**config.mk**
```make
export PLATFORM = sky130hd
export DESIGN_NAME = prog_mem_loader_flat
export DESIGN_NICKNAME = d
export VERILOG_FILES = /design/src/rtl/prog_mem_loader_if.sv /design/src/rtl/prog_mem_loader.sv /design/src/flat_wrapper.sv
export SDC_FILE = /design/constraint.sdc
export NUM_CORES = 1
export LEC_CHECK = 0
export ABC_AREA = 1
export CAP_MARGIN = 20
export CORE_MARGIN = 1
export CORE_UTILIZATION = 50
export DETAILED_ROUTE_END_ITERATION = 8
export GPL_ROUTABILITY_DRIVEN = 0
export PLACE_DENSITY = 0.67
export SLEW_MARGIN = 20
export SYNTH_ARGS = -nofsm -noshare
export SYNTH_HDL_FRONTEND = slang
export SYNTH_SLANG_ARGS = --single-unit
export TNS_END_PERCENT = 5
```
**constraint.sdc**
```tcl
create_clock -name clk -period 2 [get_ports clk]
set_input_delay 0.4 -clock clk [delete_from_list [all_inputs] [get_ports clk]]
set_output_delay 0.4 -clock clk [all_outputs]
set_load 0.01 [all_outputs]
```
**src/rtl/prog_mem_loader_if.sv**
```systemverilog
//============================================================================
// Module   : prog_mem_loader_if
// Brief    : Loader byte stream and CPU memory bus for prog_mem_loader.
// Revision : 1.0
//============================================================================
`default_nettype none

interface prog_mem_loader_if #(
    parameter int AW = 6,
    parameter int DW = 8
);
    logic          ld_start;
    logic          ld_valid;
    logic [DW-1:0] ld_data;
    logic          ld_ready;
    logic          ld_done;
    logic          ld_err;
    logic          cpu_hold;
    logic [AW-1:0] address;
    logic          memWr;
    logic [DW-1:0] writedata;
    logic [DW-1:0] readdata;

    modport slave (
        input  ld_start, ld_valid, ld_data, address, memWr, writedata,
        output ld_ready, ld_done, ld_err, cpu_hold, readdata
    );

    modport master (
        output ld_start, ld_valid, ld_data, address, memWr, writedata,
        input  ld_ready, ld_done, ld_err, cpu_hold, readdata
    );
endinterface

`default_nettype wire

```
**src/rtl/prog_mem_loader.sv**
```systemverilog
//============================================================================
// Module   : prog_mem_loader
// Brief    : 64x8 CPU program/data memory with a byte-stream image loader
//            that holds the CPU in reset until the image is in place.
//            Optional trailer checksum: define MEM_CHECKSUM_EN.
// Revision : 1.0
//============================================================================
`default_nettype none

module prog_mem_loader #(
    parameter int AW       = 6,
    parameter int DW       = 8,
    parameter int DEPTH    = 64,
    parameter int LOAD_LEN = 64
) (
    input  wire               clk,
    input  wire               reset,
    prog_mem_loader_if.slave  bus
);

    localparam int            PTR_W    = AW + 1;
    localparam logic [AW:0]   PTR_LAST = PTR_W'(LOAD_LEN - 1);

    typedef enum logic [2:0] {
        ST_IDLE    = 3'd0,
        ST_LOAD    = 3'd1,
        ST_RELEASE = 3'd2,
`ifdef MEM_CHECKSUM_EN
        ST_RUN     = 3'd3,
        ST_CHECK   = 3'd4,
        ST_ERROR   = 3'd5
`else
        ST_RUN     = 3'd3
`endif
    } state_t;

    state_t        state_q, state_d;
    logic [AW:0]   ptr_q, ptr_d;
    logic          ld_we;
    logic          cpu_we;
    logic [DW-1:0] mem_q [DEPTH];

`ifdef MEM_CHECKSUM_EN
    logic [DW-1:0] sum_q, sum_d;
`endif

    always_ff @(posedge clk or negedge reset) begin
        if (!reset) begin
            state_q <= ST_IDLE;
            ptr_q   <= '0;
`ifdef MEM_CHECKSUM_EN
            sum_q   <= '0;
`endif
        end else begin
            state_q <= state_d;
            ptr_q   <= ptr_d;
`ifdef MEM_CHECKSUM_EN
            sum_q   <= sum_d;
`endif
        end
    end

    always_comb begin
        state_d = state_q;
        ptr_d   = ptr_q;
        ld_we   = 1'b0;
        cpu_we  = 1'b0;
`ifdef MEM_CHECKSUM_EN
        sum_d   = sum_q;
`endif
        case (state_q)
            ST_LOAD: begin
                if (bus.ld_valid) begin
                    ld_we = 1'b1;
                    ptr_d = ptr_q + 1'b1;
`ifdef MEM_CHECKSUM_EN
                    sum_d = sum_q + bus.ld_data;
                    if (ptr_q == PTR_LAST) state_d = ST_CHECK;
`else
                    if (ptr_q == PTR_LAST) state_d = ST_RELEASE;
`endif
                end
            end
            ST_RELEASE: state_d = ST_RUN;
            ST_RUN:     cpu_we  = bus.memWr;
`ifdef MEM_CHECKSUM_EN
            ST_CHECK: begin
                if (bus.ld_valid)
                    state_d = (bus.ld_data == sum_q) ? ST_RELEASE : ST_ERROR;
            end
            ST_ERROR: state_d = ST_ERROR;
`endif
            default: state_d = state_q;
        endcase

        // A start pulse restarts the load from any state; it suppresses the
        // loader write of that cycle but not a CPU write issued in RUN.
        if (bus.ld_start) begin
            state_d = ST_LOAD;
            ptr_d   = '0;
            ld_we   = 1'b0;
`ifdef MEM_CHECKSUM_EN
            sum_d   = '0;
`endif
        end
    end

    // No reset on the array: a loaded image must survive a reset pulse.
    always_ff @(posedge clk) begin
        if (ld_we)
            mem_q[ptr_q[AW-1:0]] <= bus.ld_data;
        else if (cpu_we)
            mem_q[bus.address] <= bus.writedata;
    end

    assign bus.readdata = mem_q[bus.address];
    assign bus.ld_done  = (state_q == ST_RUN);
    assign bus.cpu_hold = (state_q != ST_RUN);

`ifdef MEM_CHECKSUM_EN
    assign bus.ld_ready = (state_q == ST_LOAD) || (state_q == ST_CHECK);
    assign bus.ld_err   = (state_q == ST_ERROR);
`else
    assign bus.ld_ready = (state_q == ST_LOAD);
    assign bus.ld_err   = 1'b0;
`endif

endmodule

`default_nettype wire
```
**src/flat_wrapper.sv**
```systemverilog
// flat-port wrapper written by rule: the top's interface ports become plain ports
module prog_mem_loader_flat 
#(
    parameter int AW       = 6,
    parameter int DW       = 8,
    parameter int DEPTH    = 64,
    parameter int LOAD_LEN = 64
)
  (clk, reset, bus_ld_start, bus_ld_valid, bus_ld_data, bus_address, bus_memWr, bus_writedata, bus_ld_ready, bus_ld_done, bus_ld_err, bus_cpu_hold, bus_readdata);
  prog_mem_loader_if #(.AW(AW), .DW(DW)) bus_i ();
  input  wire clk;
  input  wire reset;
  input wire logic [$bits(bus_i.ld_start)-1:0] bus_ld_start;
  input wire logic [$bits(bus_i.ld_valid)-1:0] bus_ld_valid;
  input wire logic [$bits(bus_i.ld_data)-1:0] bus_ld_data;
  input wire logic [$bits(bus_i.address)-1:0] bus_address;
  input wire logic [$bits(bus_i.memWr)-1:0] bus_memWr;
  input wire logic [$bits(bus_i.writedata)-1:0] bus_writedata;
  output wire logic [$bits(bus_i.ld_ready)-1:0] bus_ld_ready;
  output wire logic [$bits(bus_i.ld_done)-1:0] bus_ld_done;
  output wire logic [$bits(bus_i.ld_err)-1:0] bus_ld_err;
  output wire logic [$bits(bus_i.cpu_hold)-1:0] bus_cpu_hold;
  output wire logic [$bits(bus_i.readdata)-1:0] bus_readdata;
  assign bus_i.ld_start = bus_ld_start;
  assign bus_i.ld_valid = bus_ld_valid;
  assign bus_i.ld_data = bus_ld_data;
  assign bus_i.address = bus_address;
  assign bus_i.memWr = bus_memWr;
  assign bus_i.writedata = bus_writedata;
  assign bus_ld_ready = bus_i.ld_ready;
  assign bus_ld_done = bus_i.ld_done;
  assign bus_ld_err = bus_i.ld_err;
  assign bus_cpu_hold = bus_i.cpu_hold;
  assign bus_readdata = bus_i.readdata;
  prog_mem_loader #(.AW(AW), .DW(DW), .DEPTH(DEPTH), .LOAD_LEN(LOAD_LEN)) u_core (.clk(clk), .reset(reset), .bus(bus_i));
endmodule
```
## Word level (Yosys, flattened, before mapping)

Memories as Yosys holds them, arrays and structs flattened.
Index checks and enable logic that the tools add are counted.
W data, S select, Z words.

| operators by class | value |
|---|---|
| $add $sub $neg | 1 |
| eq/ne operators | 7 |
| multiplexer cells | 19 |
| reductions and logical operators | 6 |

Operators by type and width:

| cell | number |
|---|---|
| $mux W7 | 3 |
| $mux W1 | 10 |
| $mux W3 | 3 |
| $mux W8 | 1 |
| $reduce_or A8 Y1 | 1 |
| $add A7 B1 Y7 const B | 1 |
| $eq A7 B6 Y1 const B | 1 |
| $eq A3 B2 Y1 const B | 2 |
| $mux W6 | 1 |
| $ne A3 B2 Y1 const B | 2 |
| $pmux W3 S2 | 1 |
| $reduce_bool A2 Y1 | 2 |
| $eq A3 B1 Y1 const B | 1 |
| $ne A3 B3 Y1 const B | 1 |
| $reduce_and A3 Y1 | 1 |
| $reduce_bool A3 Y1 | 1 |
| $reduce_and A2 Y1 | 1 |

| storage, ports and cells | value |
|---|---|
| flip-flop bits (word level) | 10 |
| RAM bits | 512 |
| bits of input ports | 27 |
| output and inout port bits | 12 |
| word-level logic and storage cells | 36 |
| memories | 1 |

Memories:

| memory | words | bits a word | rd ports | clocked after Yosys merged registers in | wr ports | line | source |
|---|---|---|---|---|---|---|---|
| u_core.mem_q | 64 | 8 | 1 | 0 | 1 | prog_mem_loader.sv:41 | `logic [DW-1:0] mem_q [DEPTH];` |

## Longest topological paths before layout

| depth | value |
|---|---|
| depth in word-level cells | 7 |
| mapped depth | 12 |
| gate-level depth less buffers | 9 |

## Least setup slack after synthesis

OpenSTA, ideal clock, no wires.

| timing path | value |
|---|---|
| path kind | register -> register |
| start | reg u_core.state_q[1] |
| end | mem u_core.mem_q[60][0] (enable) |
| library setup time | 370 ps |
| arrival time | 1779 ps |
| required time | 1630 ps |
| slack | -150 ps |
| stages on the path, launching flop included | 11 |
| path buffers | 1 |
| period minus slack after synthesis | 2150 ps |
| cell sequence | dfrtp_1 > nand2_2 > inv_2 > nand2_2 > buf_6 > nand2_1 > o21ai_2 > inv_1 > nor2_1 > nand2_1 > nor2_1 |

| on the way | value |
|---|---|
| word-level cells in the longest chain between the ends | 7 |
| elaborated cells between the ends (all ways) | 13 |
| classes of those cells | 2 x eq/ne; 10 x mux; 1 x reduce/logical |

Ends and longest elaborated chain:

| what | line | source |
|---|---|---|
| start, declared | prog_mem_loader.sv:37 | `state_t state_q, state_d;` |
| start signal, assigned | prog_mem_loader.sv:55 | `state_q <= state_d;` |
| $eq A3 B2 Y1 * | -- |  |
| via bus_ld_done | flat_wrapper.sv:20 | `output wire logic [$bits(bus_i.ld_done)-1:0] bus_ld_done;` |
| $mux W1 * | prog_mem_loader.sv:71 | `case (state_q)` |
| $mux W1 * | prog_mem_loader.sv:112 | `else if (cpu_we)` |
| $mux W1 * | prog_mem_loader.sv:110 | `if (ld_we)` |
| $mux W1 (implied by the code) * | prog_mem_loader.sv:113 | `mem_q[bus.address] <= bus.writedata;` |
| $reduce_or A8 Y1 (no line) | -- |  |
| $mux W6 (no line) / $mux W1 (equally long branches) | -- |  |
| end, declared | prog_mem_loader.sv:41 |  |

Mark *: on every way through the listed nets, which the timed path passes. The rest lies on a longest branch.

## Worst setup path after layout

| timing path | value |
|---|---|
| start | in bus_address[1] |
| end | out bus_readdata[0] |

| on the way | value |
|---|---|
| word-level cells in the longest chain between the ends | 1 |

Ends and longest elaborated chain:

| what | line | source |
|---|---|---|
| start, declared | flat_wrapper.sv:16 | `input wire logic [$bits(bus_i.address)-1:0] bus_address;` |
| $mem_v2 Z64 W8 | -- |  |
| end, declared | flat_wrapper.sv:23 | `output wire logic [$bits(bus_i.readdata)-1:0] bus_readdata;` |

Every way passes these cells.

==> impl_metrics.ini <==
[run_status]
outcome = finished with violations
violated_checks = setup timing

[timing]
finalCriticalPeriod_ns = 2.23
fin_hold_ws_ns = 0.114
timing.final.crit_share_pct = 112
report.final.slew_viol_count = 0
fmax_ghz = 0.448
final.setup_skew_ns = 0.0225
final_hold_viol_count = 0
timing.final.setup_violations = 66
grt_setup_unrepaired = true
worst_slack_ns = -0.234

[synthesis]
postSynth.topFlopCell = edfxtp_1
yosysSeqAreaShare_pct = 72.0
synthTopCellsByCount = nand2_1, edfxtp_1, nand3_1, nor2_1, buf_2
library_cell_occupying_the_most_area_in_the_post_synthesis_netlist = edfxtp_1
yosys_warnings = 0
mean_instance_size_in_the_synthesized_netlist_um2 = 11.5
syn_inst = 1889
post_synth_main_area_contributors = edfxtp_1, nand2_1, nand3_1, nor2_1, buf_2
synth.net_count = 1917
synth_cell_type_count = 34
ys_ff_latch = 521
synth_async_sr_flop_share_pct = 1.73
yosys.area.top_type_share_pct = 70.9
synth_edf_count = 512
synth.cell_area_um2 = 21700
synthMostInstantiatedCell = nand2_1

[pwr]
p_leak_nw = 10.2
power.density_cell_area_nw_per_um2 = 855
internal_power_mw = 18.2
clock_power_share_pct = 38.8
sequential_cell_fraction_of_total_power_pct = 51.1
share_comb_of_total_power_pct = 10.1
ir_drop_uv = 742
power_switching_share_pct = 23.4
p_switching_mw = 5.57

[flow_run]
timing.max_cap.violations = 0

[layout]
final_layout_size_suffix_gt1_share_pct = 27.5
synthToLayoutAreaGrowth_pct = 28.2
finalNonFillerCells = 2693
fillCellCount = 3056
insertedDiodeCount = 0
layout.nets = 2105
final_core_util_pct = 65.7

[cts]
cts_htree_levels = 2
cts_buffers = 52
root_buffer_cell = clkbuf_16
worstSkewPairLatency_ns = 0.60
clk_path_buf_depth = 3
cts_num_sinks = 521
reg_clk_slew_reported_paths_ns = 0.06
tritoncts_clock_tree = yes
hold_buffers = 0

[global_route]
grt_pass1_vias = 15200
number_of_antenna_violations_at_the_first_check_in_global_routing = 1
wire_length_of_the_first_global_routing_pass_um = 87700
grt_start_max_net_pins = 67
grt-ovfl-total = 0
grt_usage_pct = 26.5

[floorplan]
core_um2 = 42300
floorplan.rows = 75
design.die.area_um2 = 44200
die_height_um = 210
effective_utilization_at_floorplan_pct = 51.2
top_level_i_o_count = 39
die_w_um = 210

[hold_path]
holdCritPathClass = in -> async

[setup_path]
arrival_ns = 1.83
cp.required_ns = 1.60
worst-path-max-fanout = 23
regToRegSetupSlack_ns = -0.03
critPathLaunchType = input port
timing.critical_path.to_type = primary output
crit_path_kind = in -> out

[routing]
first_iter_violations = 1455
route.detailed.wl_per_inst_um = 21.6
drt_drc_violations_left = 0
num_vias = 15300
drt_wl_total_um = 58100
drtAntennaViolNets = 0
dr.pass1.iters = 6
avgViaCountPerCell = 5.68

[placement]
preCtsSetupSlack_ns = -0.915
place.detailed.hpwl_um = 35300
dp.cells = 2588
port_buffers = 37
-- cell type report --
cell class                 instances  area, um2  share of cell area (%)
clock buffer                      61       1360                    4.88
clock inverter                    32        228                   0.819
inverter                          23        108                   0.387
multi-input combinational       1232       6650                    23.9
sequential                       521      15600                    56.1
tap                              577        722                    2.60
timing repair buffer             247       3140                    11.3
-- cells by family after synthesis --
kind of cell / Yosys count / share of synthesized area [%]
muxes: 8 / 0.416
adders and majority gates: 1 / 0.0577
AOI/OAI and AO/OA: 15 / 0.589
other: 1 / 0.0173
and+or+nand+nor: 1207 / 24.2
buffers and inverters: 136 / 2.80
DFF: 521 / 72.0
-- metal layers --
layer  GRT usage [%]  part of all wire [%]
met1            36.9                    40
met2            41.6                    48
met3            5.13                   9.2
met4            9.54                   2.9
met5               0                 0.019
-- sequential cells by signal, indices dropped and copies added (netlist names) --
register	flops
u_core.state_q	2
u_core.ptr_q	7
u_core.mem_q	512
-- through the flow --
step / total power, mW / area (um2) / setup TNS, ns
floorplan: 13.4 / 21800 / -50.99
global placement: 14.4 / 24800 / -401.52
detailed placement: 14.4 / 24800 / -417.72
CTS: 23.7 / 27100 / -1.78
global route: 24.4 / 27800 / -21.72
finish: 23.8 / 27800 / -2.46
-- power groups by stage --
| stage | combinational (mW) | clock, mW | sequential [mW] |
|---|---|---|---|
| floorplan | 1.03 | 0 | 12.4 |
| global placement | 2.04 | 0 | 12.4 |
| detailed placement | 2.07 | 0 | 12.4 |
| CTS | 2.27 | 9.31 | 12.1 |
| global route | 2.56 | 9.74 | 12.1 |
| finish | 2.40 | 9.21 | 12.1 |
-- placed cells by master, fill, tap and decap left out, drive strengths merged, types with 2 or more instances in the layout --
cell             n
a21oi            4
buf            219
bufinv           3
clkbuf          64
clkdlybuf4s50   22
clkinv          27
dfrtp            9
edfxtp         512
inv             24
mux2             8
nand2          673
nand3          450
nand4            9
nor2            71
nor3             2
o21ai            8
-- final timing paths --
check                             startpoint                   to  depth (start not counted)
setup / recovery              bus_address[1]      bus_readdata[0]                         11
hold / removal                         reset      u_core.ptr_q[6]                          1
setup reg to reg           u_core.state_q[1]  u_core.mem_q[41][3]                         12
hold reg to reg              u_core.ptr_q[6]      u_core.ptr_q[6]                          3
max in group asynchronous              reset      u_core.ptr_q[0]                          1
min in group clk                bus_ld_start    u_core.state_q[1]                          3
-- worst max-delay path: stages --
cell	delay, ns
buf_4	0.15
inv_4	0.23
buf_12	0.22
nand3_1	0.12
nand3_1	0.11
nand2_2	0.09
nand2_1	0.07
nand3_1	0.09
nand3_2	0.14
nand2_2	0.08
buf_6	0.12
-- repair_timing --
action | CTS | global route
resized for setup | 208 | 141
pin swaps | 101 | 78
endpoints found under the setup margin | 517 | 521
cloned | 3 | 2
buffers inserted | 3 | 4
Power figures use the tool's default switching activity.
